<file path="src/rtl/mem_view_pkg.sv">
// rtl/mem_view_pkg.sv - view mode encoding, screen geometry and derived fetch constants
package mem_view_pkg;

   typedef enum logic [1:0] {
      MODE_BOTH  = 2'd0,
      MODE_BIN   = 2'd1,
      MODE_HEX   = 2'd2,
      MODE_BLANK = 2'd3
   } view_mode_t;

   localparam int SCREEN_W   = 640;
   localparam int SCREEN_H   = 480;
   localparam int BIN_PANE_W = 512;

   // screen pixels covered by one RAM word in the binary pane
   function automatic int calc_ppw(input int ram_width, input int bits_x);
      return 1 << ($clog2(ram_width) + bits_x);
   endfunction

   function automatic int calc_wpl(input int ppw);
      return BIN_PANE_W / ppw;
   endfunction

   function automatic int calc_hpw(input int ram_width, input int px_per_digit);
      return ram_width / 4 * px_per_digit;
   endfunction

   function automatic int calc_hex_digits(input int bits_x);
      return (bits_x <= 4) ? 8 : 4;
   endfunction

   function automatic int calc_wphl(input int ram_width, input int bits_x);
      return 4 * calc_hex_digits(bits_x) / ram_width;
   endfunction

endpackage

</file>
<file path="src/rtl/mem_view_pipe.sv">
// rtl/mem_view_pipe.sv - fixed-depth register delay line with async reset
module mem_view_pipe #(
   parameter int WIDTH = 1,
   parameter int DEPTH = 1
) (
   input  logic             clk,
   input  logic             rst,
   input  logic [WIDTH-1:0] din,
   output logic [WIDTH-1:0] dout
);

   logic [WIDTH-1:0] stage [DEPTH];

   always_ff @(posedge clk or posedge rst) begin
      if (rst) begin
         for (int i = 0; i < DEPTH; i++) stage[i] <= '0;
      end else begin
         stage[0] <= din;
         for (int i = 1; i < DEPTH; i++) stage[i] <= stage[i-1];
      end
   end

   assign dout = stage[DEPTH-1];

endmodule

</file>
<file path="src/rtl/mem_view_fetch.sv">
// rtl/mem_view_fetch.sv - pixel -> RAM word -> binary bit / hex nibble fetch pipeline
// MEM_VIEW_CURSOR_EN adds cursor_addr/out_cursor (blinking word highlight).
module mem_view_fetch
   import mem_view_pkg::*;
#(
   parameter int RAM_WIDTH               = 16,
   parameter int ADDR_WIDTH              = 8,
   parameter int BITS_PER_MEMORY_PIXEL_X = 4,
   parameter int BITS_PER_MEMORY_PIXEL_Y = 5,
   parameter int HEX_START_X             = 512,
   parameter int PIXELS_PER_HEX_DIGIT    = 16,
   parameter int READ_LATENCY            = 1
) (
   input  logic                  CLK_50,
   input  logic                  reset,
   input  logic [9:0]            pixel_x,
   input  logic [9:0]            pixel_y,
   input  logic                  cfg_valid,
   output logic                  cfg_ready,
   input  logic [ADDR_WIDTH-1:0] cfg_base,
   input  logic [1:0]            cfg_mode,
   output logic [ADDR_WIDTH-1:0] addr_screen,
   input  logic [RAM_WIDTH-1:0]  rdata_screen,
`ifdef MEM_VIEW_CURSOR_EN
   input  logic [ADDR_WIDTH-1:0] cursor_addr,
   output logic                  out_cursor,
`endif
   output logic                  out_valid,
   output logic [9:0]            out_x,
   output logic [9:0]            out_y,
   output logic                  out_in_hex,
   output logic                  out_bit,
   output logic [3:0]            out_nibble,
   output logic [7:0]            frame_count
);

   localparam int PPW       = calc_ppw(RAM_WIDTH, BITS_PER_MEMORY_PIXEL_X);
   localparam int WPL       = calc_wpl(PPW);
   localparam int HPW       = calc_hpw(RAM_WIDTH, PIXELS_PER_HEX_DIGIT);
   localparam int WPHL      = calc_wphl(RAM_WIDTH, BITS_PER_MEMORY_PIXEL_X);
   localparam int HEX_END_X = HEX_START_X
                              + calc_hex_digits(BITS_PER_MEMORY_PIXEL_X) * PIXELS_PER_HEX_DIGIT;
`ifdef MEM_VIEW_CURSOR_EN
   localparam int PIPE_W = 22 + ADDR_WIDTH;
`else
   localparam int PIPE_W = 22;
`endif

   logic [9:0]            s0_x, s0_y;
   logic                  s0_live;
   logic [ADDR_WIDTH-1:0] act_base, pend_base, eff_base;
   view_mode_t            act_mode, pend_mode, eff_mode;
   logic                  pend_valid, boundary;
   int                    s0_xi, s0_yi, row, offset;
   logic                  in_bin, in_hex, a_valid_next, a_hex_next;
   logic [ADDR_WIDTH-1:0] addr_next;
   logic [9:0]            a_x, a_y, d_x, d_y;
   logic                  a_valid, a_hex, d_valid, d_hex;
   logic [PIPE_W-1:0]     pipe_in, pipe_out;
   int                    d_xi, bit_idx, digit;
   logic                  bit_sel;
   logic [3:0]            nib_sel;

   // s0_live keeps the reset-cleared (0,0) in S0 from looking like a frame start
   assign boundary = s0_live && (s0_x == 10'd0) && (s0_y == 10'd0);
   assign eff_base = (boundary && pend_valid) ? pend_base : act_base;
   assign eff_mode = (boundary && pend_valid) ? pend_mode : act_mode;

   always_ff @(posedge CLK_50 or posedge reset) begin
      if (reset) begin
         s0_x        <= '0;
         s0_y        <= '0;
         s0_live     <= 1'b0;
         act_base    <= '0;
         act_mode    <= MODE_BOTH;
         pend_base   <= '0;
         pend_mode   <= MODE_BOTH;
         pend_valid  <= 1'b0;
         cfg_ready   <= 1'b1;
         frame_count <= '0;
      end else begin
         s0_x    <= pixel_x;
         s0_y    <= pixel_y;
         s0_live <= 1'b1;
         if (boundary) begin
            frame_count <= frame_count + 8'd1;
            if (pend_valid) begin
               act_base <= pend_base;
               act_mode <= pend_mode;
            end
         end
         if (cfg_valid && cfg_ready) begin
            pend_base  <= cfg_base;
            pend_mode  <= view_mode_t'(cfg_mode);
            pend_valid <= 1'b1;
            cfg_ready  <= 1'b0;
         end else if (boundary && pend_valid) begin
            pend_valid <= 1'b0;
            cfg_ready  <= 1'b1;
         end
      end
   end

   always_comb begin
      s0_xi  = int'(s0_x);
      s0_yi  = int'(s0_y);
      row    = s0_yi >> BITS_PER_MEMORY_PIXEL_Y;
      in_bin = s0_xi < HEX_START_X;
      in_hex = (s0_xi >= HEX_START_X) && (s0_xi < HEX_END_X);
      if (in_bin) offset = row * WPL + s0_xi / PPW;
      else        offset = row * WPHL + (s0_xi - HEX_START_X) / HPW;
      addr_next    = ADDR_WIDTH'(offset) + eff_base;
      a_hex_next   = s0_live && in_hex;
      a_valid_next = s0_live && (s0_xi < SCREEN_W) && (s0_yi < SCREEN_H) &&
                     ((in_bin && (eff_mode == MODE_BOTH || eff_mode == MODE_BIN)) ||
                      (in_hex && (eff_mode == MODE_BOTH || eff_mode == MODE_HEX)));
   end

   always_ff @(posedge CLK_50 or posedge reset) begin
      if (reset) begin
         addr_screen <= '0;
         a_x         <= '0;
         a_y         <= '0;
         a_valid     <= 1'b0;
         a_hex       <= 1'b0;
      end else begin
         addr_screen <= addr_next;
         a_x         <= s0_x;
         a_y         <= s0_y;
         a_valid     <= a_valid_next;
         a_hex       <= a_hex_next;
      end
   end

`ifdef MEM_VIEW_CURSOR_EN
   logic [ADDR_WIDTH-1:0] d_addr;
   assign pipe_in = {addr_screen, a_x, a_y, a_valid, a_hex};
   assign {d_addr, d_x, d_y, d_valid, d_hex} = pipe_out;
`else
   assign pipe_in = {a_x, a_y, a_valid, a_hex};
   assign {d_x, d_y, d_valid, d_hex} = pipe_out;
`endif

   mem_view_pipe #(
      .WIDTH (PIPE_W),
      .DEPTH (READ_LATENCY)
   ) u_align (
      .clk  (CLK_50),
      .rst  (reset),
      .din  (pipe_in),
      .dout (pipe_out)
   );

   // MSB of the word is the leftmost bit / most significant nibble on screen
   always_comb begin
      d_xi    = int'(d_x);
      bit_idx = 0;
      digit   = 0;
      if (d_hex) digit = ((d_xi - HEX_START_X) % HPW) / PIXELS_PER_HEX_DIGIT;
      else       bit_idx = (d_xi % PPW) >> BITS_PER_MEMORY_PIXEL_X;
      bit_sel = 1'(rdata_screen >> (RAM_WIDTH - 1 - bit_idx));
      nib_sel = 4'(rdata_screen >> (RAM_WIDTH - 4 - 4 * digit));
   end

   always_ff @(posedge CLK_50 or posedge reset) begin
      if (reset) begin
         out_valid  <= 1'b0;
         out_x      <= '0;
         out_y      <= '0;
         out_in_hex <= 1'b0;
         out_bit    <= 1'b0;
         out_nibble <= '0;
`ifdef MEM_VIEW_CURSOR_EN
         out_cursor <= 1'b0;
`endif
      end else begin
         out_valid  <= d_valid;
         out_x      <= d_x;
         out_y      <= d_y;
         out_in_hex <= d_hex;
         out_bit    <= d_valid && !d_hex && bit_sel;
         out_nibble <= (d_valid && d_hex) ? nib_sel : 4'd0;
`ifdef MEM_VIEW_CURSOR_EN
         out_cursor <= d_valid && (d_addr == cursor_addr) && frame_count[5];
`endif
      end
   end

endmodule

</file>
<file path="config.mk">
export PLATFORM = sky130hd
export DESIGN_NAME = mem_view_fetch
export DESIGN_NICKNAME = d
export VERILOG_FILES = /design/src/rtl/mem_view_pkg.sv /design/src/rtl/mem_view_pipe.sv /design/src/rtl/mem_view_fetch.sv
export SDC_FILE = /design/constraint.sdc
export NUM_CORES = 1
export LEC_CHECK = 0
export CORE_MARGIN = 2
export CORE_UTILIZATION = 51
export DETAILED_ROUTE_END_ITERATION = 10
export GPL_ROUTABILITY_DRIVEN = 1
export GPL_TIMING_DRIVEN = 0
export PLACE_DENSITY = 0.78
export SYNTH_ARGS = -nofsm -noshare
export SYNTH_HDL_FRONTEND = slang
export SYNTH_SLANG_ARGS = --single-unit
</file>
<file path="constraint.sdc">
create_clock -name CLK_50 -period 5.21 [get_ports CLK_50]
set_clock_uncertainty 0.15 [all_clocks]
set_input_delay 1.042 -clock CLK_50 [delete_from_list [all_inputs] [get_ports CLK_50]]
set_output_delay 1.042 -clock CLK_50 [all_outputs]
set_load 0.01 [all_outputs]
</file>
== Yosys cells after proc, flatten, opt, wreduce, memory -nomap -nowiden ==
Cells that the tools add are included.

* Add/sub/neg operators: 10
* Order comparisons: 4
* Eq/ne operators: 2
* Shifts and indexed selects: 2
* Mux-type cells: 10
* Bitwise logic cells: 3
* Reductions and logical operators: 26

{| class="wikitable"
|+ Operator list
! kind !! count
|-
| subtractor 5 x 32 -> 32 bit (first input constant) || 2
|-
| right shift 16 x 32 -> 1 bit || 1
|-
| right shift 16 x 32 -> 4 bit || 1
|-
| adder 30 x 1 -> 30 bit || 1
|-
| 2-to-1 mux 30 bit || 1
|-
| subtractor 10 x 10 -> 11 bit (second input constant) || 2
|-
| zero test 10 bit || 2
|-
| < comparator 10 bit (second input constant) || 2
|-
| 2-to-1 mux 8 bit || 2
|-
| logical AND 1 bit || 14
|-
| OR reduction 6 bit || 2
|-
| >= comparator 10 bit (second input constant) || 1
|-
| < comparator 10 x 9 -> 1 bit (second input constant) || 1
|-
| adder 7 x 8 -> 8 bit || 1
|-
| adder 8 x 1 -> 8 bit || 1
|-
| adder 8 x 1 -> 8 bit (second input constant) || 1
|-
| adder 8 bit || 1
|-
| 2-to-1 mux 4 bit || 2
|-
| adder 6 x 2 -> 7 bit || 1
|-
| 2-to-1 mux 1 bit || 4
|-
| OR reduction 4 bit || 1
|-
| bitwise AND 1 bit || 3
|-
| logical OR 1 bit || 3
|-
| equality test 2 x 1 -> 1 bit (second input constant) || 1
|-
| other kinds (6) || 6
|}

* Bits in registers: 130
* Bits of input ports: 49
* Word-level logic and storage cells: 79

== Depth between registers and ports, before layout ==
* Depth in word-level cells: 10
* Depth in mapped cells: 15
* Gate-level depth less buffers: 15

== Hierarchy ==
From an unflattened synthesis, not the netlist that was laid out.

* Cell total of the unflattened synthesis: 348
* Area total of the unflattened synthesis: 4,917.2 µm²

{| class="wikitable"
|+ Modules (own cells, without submodules)
! module !! times used !! cells each !! area each (µm²) !! sequential area each (µm²)
|-
| mem_view_fetch || 1 || 325 || 4,362.9 || 2,703.8
|-
| mem_view_pipe || 1 || 23 || 554.3 || 550.5
|}

== Worst setup path before layout ==
OpenSTA, ideal clock, no wires.

* Path kind: reg-to-reg
* From: register s0_x[9]
* To: register addr_screen[7]
* Data arrival time: 3.092 ns
* Setup slack: 1.843 ns
* Cell stages (with the launch flop): 15
* Clock period less this slack: 3.367 ns
* Cells stage by stage: dfrtp_1 clkbuf_1 inv_1 and3_1 fa_1 a21o_1 a21oi_1 xnor2_1 mux2_2 ha_1 o21ai_0 a21oi_1 o41ai_1 xnor2_1 xnor2_1

* Word-level cells in the longest chain between the ends: 6
* Elaborated cells between the ends (all ways): 13

{| class="wikitable"
|+ RTL lines
! element !! line !! text
|-
| from (decl) || mem_view_fetch.sv:49 || <nowiki>logic [9:0] s0_x, s0_y;</nowiki>
|-
| from (signal assigned) || mem_view_fetch.sv:82 || <nowiki>s0_x <= pixel_x;</nowiki>
|-
| subtractor 10 x 10 -> 11 bit or zero test 10 bit (tied branches) || mem_view_fetch.sv:111, mem_view_fetch.sv:65 ||
|-
| bitwise AND 1 bit (no line) or logical AND 1 bit (tied branches) || - ||
|-
| adder 8 x 1 -> 8 bit (no line) or logical AND 1 bit (tied branches) || - ||
|-
| adder 7 x 8 -> 8 bit or logical AND 1 bit (tied branches) || mem_view_fetch.sv:111, mem_view_fetch.sv:66 ||
|-
| 2-to-1 mux 8 bit, on equally long branches || mem_view_fetch.sv:110, mem_view_fetch.sv:66 ||
|-
| adder 8 bit * || mem_view_fetch.sv:112 || <nowiki>addr_next = ADDR_WIDTH'(offset) + eff_base;</nowiki>
|-
| named net addr_next[7] || mem_view_fetch.sv:56 || <nowiki>logic [ADDR_WIDTH-1:0] addr_next;</nowiki>
|-
| to (signal assigned) || mem_view_fetch.sv:127 || <nowiki>addr_screen <= addr_next;</nowiki>
|-
| to (decl) || mem_view_fetch.sv:22 || <nowiki>output logic [ADDR_WIDTH-1:0] addr_screen,</nowiki>
|}

Mark *: on every way through the listed nets, which the timed path passes. The rest lies on a longest branch.
A chain may end at the register's enable or synchronous reset.

== Worst setup path in the final report ==
* From: register s0_y[6]
* To: register addr_screen[7]

* Word-level cells in the longest chain between the ends: 5
* Elaborated cells between the ends (all ways): 8

{| class="wikitable"
|+ RTL lines
! element !! line !! text
|-
| from (decl) || mem_view_fetch.sv:49 ||
|-
| from (signal assigned) || mem_view_fetch.sv:83 || <nowiki>s0_y <= pixel_y;</nowiki>
|-
| branches (longest 4 deep; another with adder 7 x 8 -> 8 bit) || - ||
|-
| adder 8 bit * || mem_view_fetch.sv:112 ||
|-
| named net addr_next[7] || mem_view_fetch.sv:56 ||
|}

Mark *: on every way through the listed nets, which the timed path passes.

==> out/results.md <==
## Logic synthesis
• **simple-gate share of the synthesized area** 8.54%
• **post-synth top area cell** sky130_fd_sc_hd__dfrtp_1
• **average cell area after synthesis** 14.0 um2
• **part of the Yosys area used for sequential elements** 66.1%
• **post-synthesis mux area share** 8.71%
• **EDFF count, synth** 0
• **synthesized flop and latch total** 130
• **Synth Area in Adders** 6.15%
• **fraction of synthesized cell area taken by the top area cell type** 65.5%
• **library cell with the highest instance count after synthesis** sky130_fd_sc_hd__dfrtp_1
• **top flip-flop cell by instance count after synthesis** sky130_fd_sc_hd__dfrtp_1
• **main combinational cell family by area after synthesis** multiplexers
• **Synth Net Count** 424
• **cell area after technology mapping** 4920 um2
• **count of mapped cells out of synthesis** 352
• **synthesized-area fraction occupied by xor and xnor cells** 3.38%
• **leading cell types by total area after synthesis** sky130_fd_sc_hd__dfrtp_1, sky130_fd_sc_hd__mux2_2, sky130_fd_sc_hd__ha_1, sky130_fd_sc_hd__xnor2_1, sky130_fd_sc_hd__nor2_1
• **warning count from the yosys run** 0
• **number of unique standard cell types used by synthesis** 45
• **Async SR Flop Fraction** 100%
• **Compound-Gate Fraction of Synth Area** 5.28%
• **top cells by instance count after synthesis** sky130_fd_sc_hd__dfrtp_1, sky130_fd_sc_hd__mux2_2, sky130_fd_sc_hd__ha_1

## Pwr
• **relative contribution of the clock network to total power** 46.5%
• **VDD IR max** 0.316 mV
• **Sw Pwr** 546 uW
• **part of the total power dissipated in combinational logic** 7.9%
• **Int Pwr** 1.80 mW
• **Sw Share** 23.3%
• **static power due to leakage** 2.97 nW
• **sequential cell fraction of total power** 45.7%
• **power density over the cells** 356 nW/um2
• **final total power** 2.35 mW

## Placement
• **placed wire-length estimate** 6510 um
• **Area after DPL** 6040 um2
• **count of port buffers added during placement** 92
• **total placed cells including tap cells** 574
• **routability-driven placement congestion ratio** 0.855

## Floorplan
• **io pins** 93
• **standard-cell row count** 35
• **Die X** 102 um
• **effective utilization at floorplan** 53.0%
• **Total Die Area** 10,500 um2
• **Core Box Area** 9280 um2
• **die height** 102 um

## Setup path
• **arrival time at the worst endpoint** 4.31 ns
• **internal reg-to-reg setup slack** 1.18 ns
• **type of element launching the critical path** register
• **critical path cell sequence** nor4_1, nand4_1, nor3_4, buf_2, mux2_2, ha_1, a21o_1, a21oi_1, a21oi_1, o41ai_1, xnor2_1, xnor2_1
• **critical path peak fanout** 10
• **CP Depth** 12
• **classification of the worst setup path** register to register
• **critical path capture point type** register
• **gate family responsible for the most delay along the worst path** simple AND/OR/NAND/NOR gates
• **number of cells traversed by the worst register-to-register path** 12
• **Buffers & Inverters on Critical Path** 1
• **startpoint of the lowest-slack register-to-register path** s0_y[6]
• **Crit path largest cell delay** 0.48 ns
• **worst-path cell with the longest stage delay** sky130_fd_sc_hd__nor4_1
• **required time at the worst-slack endpoint** 5.49 ns
• **destination of the worst register-to-register timing path** addr_screen[7]

## Detailed routing
• **routed via count divided by cell count** 5.20
• **DRT Wirelength** 9580 um
• **Detailed Routing Iterations Pass 1** 4
• **average wire per standard cell** 15.8 um
• **residual antenna-violating net count after detailed routing** 0
• **DR iter-0 viols** 132
• **DR DRC count** 0
• **vias after detailed routing** 3,151

## STA
• **setup-violating endpoint count in the final report** 0
• **actual slew at the worst max-slew pin** 0.635 ns
• **final worst path period share** 77.4%
• **max-slew violation count** 0
• **RSZ-0062 raised after global routing** false
• **final period demand of the worst path** 4.03 ns
• **number of hold violations in the final report** 0
• **fmax** 248 MHz
• **normalized max-slew margin** 57.6%

## CTS
• **post-CTS sizing** 0
• **hold-fix buffers at CTS** 0
• **number of clock sinks** 130
• **Clock Latency Late Sink** 0.51 ns
• **setup fix buffers added after clock tree synthesis** 0
• **clock edge transition at the registers on the reported setup and hold paths** 0.06 ns
• **clk root buf** sky130_fd_sc_hd__clkbuf_8
• **TritonCTS Buffers** 17
• **CTS tree** yes
• **H-tree levels** 4
• **Clock Tree Buf Depth** 2

## Finish
• **Antenna Cells** 0
• **Final Net Count** 536
• **non-filler instance count after layout** 606
• **area grow syn2layout** 33.9%
• **Layout fillers** 640
• **final standard cell area without fillers** 6600 um2
• **fraction of final layout cells sized beyond drive strength 1** 14.7%
• **storage element area** 3250 um2
• **footprint of the multi-input gates** 1580 um2

## Global routing
• **vias in the first global route** 3,341
• **overall fraction of global-route tracks in use** 20.4%
• **initial antenna violation count** 0
• **total overflow reported by the global router** 0
• **maximum number of pins on one net before global-route repair** 92
• **wire length of the first global-routing pass** 15,800 um

## Hold path
• **end of the worst hold path** u_align.dout[19]
• **worst min-delay path startpoint** a_x[7]
• **Hold Path Depth** 0
• **path type of the worst min-delay path** register to register

## Run status
• **run status** finished clean

## Job
• **Max-cap violations** 0

-- state kept, by name, indices dropped and copies added (netlist names), 2 cells and up --
name,count
u_align.dout,22
a_x,10
a_y,10
out_x,10
out_y,10
s0_x,10
s0_y,10
act_base,8
addr_screen,8
frame_count,8
pend_base,8
out_nibble,4
act_mode,2
pend_mode,2
-- per-stage QoR --
| step | setup WS, ns | hold slack [ns] | TNS [ns] | util (%) |
|---|---|---|---|---|
| 6_report | 1.18 | 0.192 | 0 | 71.1 |
| 5_1_grt | 0.874 | 0.201 | 0 | 71.1 |
| 4_1_cts | 1.15 | 0.196 | 0 | 71.1 |
| 3_5_place_dp | 1.25 | 0.185 | 0 | 65.1 |
| 3_3_place_gp | -0.967 | 0.181 | -123.51 | 64.7 |
| 2_1_floorplan | 0.550 | 0.181 | 0 | - |
-- worst max path at each step --
stage | from | endpoint | slack [ns]
floorplan | reset | a_hex | 0.55
global placement | reset | s0_y[4] | -0.97
detailed placement | s0_y[6] | addr_screen[7] | 1.25
CTS | s0_y[6] | addr_screen[7] | 1.15
global route | s0_y[6] | addr_screen[7] | 0.87
finish | s0_y[6] | addr_screen[7] | 1.18
-- final cells by class --
class | instances | area share (%)
multi-input combinational | 199 | 24.0
clock buffer | 19 | 6.54
tap | 129 | 2.45
inverter | 17 | 1.04
sequential | 130 | 49.3
buffer | 6 | 0.360
timing repair buffer | 93 | 14.4
clock inverter | 13 | 1.90
-- power by group through the flow --
stage | registers [mW] | clock network [mW] | logic [mW]
after global placement | 1.09 | 0 | 0.177
after global routing | 1.08 | 1.17 | 0.204
after detailed placement | 1.09 | 0 | 0.184
after floorplan | 1.09 | 0 | 0.0818
after CTS | 1.07 | 1.12 | 0.188
final | 1.07 | 1.09 | 0.185
-- routing by layer --
| layer | vias up | track usage, % | share of wire [%] |
|---|---|---|---|
| met1 | 1545 | 23.0 | 39 |
| met2 | 123 | 34.9 | 52 |
| met5 | - | 0 | 0 |
| li1 | 1454 | - | - |
| met4 | 0 | 10.5 | 2.8 |
| met3 | 29 | 6.84 | 5.9 |
-- cell families (layout without fill, tap and decap cells) --
| logic type | count (synthesis) | after routing |
|---|---|---|
| AO/OA/AOI/OAI | 41 | 41 |
| XOR/XNOR | 19 | 19 |
| adder cells (fa/ha/maj) | 23 | 23 |
| buffers and inverters | 23 | 148 |
| flip-flops | 130 | 130 |
| multiplexers | 36 | 36 |
| other | 1 | 1 |
| AND/OR/NAND/NOR | 79 | 79 |
-- placed cells by master, fill, tap and decap left out, types with 3 or more instances in the layout --
cell	instances
sky130_fd_sc_hd__inv_6	6
sky130_fd_sc_hd__clkdlybuf4s50_1	92
sky130_fd_sc_hd__nand4_1	5
sky130_fd_sc_hd__a21oi_1	7
sky130_fd_sc_hd__clkbuf_16	16
sky130_fd_sc_hd__a311oi_1	4
sky130_fd_sc_hd__mux2_2	31
sky130_fd_sc_hd__xor2_1	3
sky130_fd_sc_hd__nand2_1	14
sky130_fd_sc_hd__nand3_1	10
sky130_fd_sc_hd__inv_1	16
sky130_fd_sc_hd__ha_1	21
sky130_fd_sc_hd__clkbuf_1	6
sky130_fd_sc_hd__clkinv_4	3
sky130_fd_sc_hd__nand2b_1	4
sky130_fd_sc_hd__nor2_1	20
sky130_fd_sc_hd__nand3b_1	3
sky130_fd_sc_hd__a211oi_1	4
sky130_fd_sc_hd__dfrtp_1	129
sky130_fd_sc_hd__nor2b_1	8
sky130_fd_sc_hd__nor4_1	3
sky130_fd_sc_hd__xnor2_1	16
sky130_fd_sc_hd__o21ai_0	13
No activity file was read; power rests on OpenSTA's default activity.
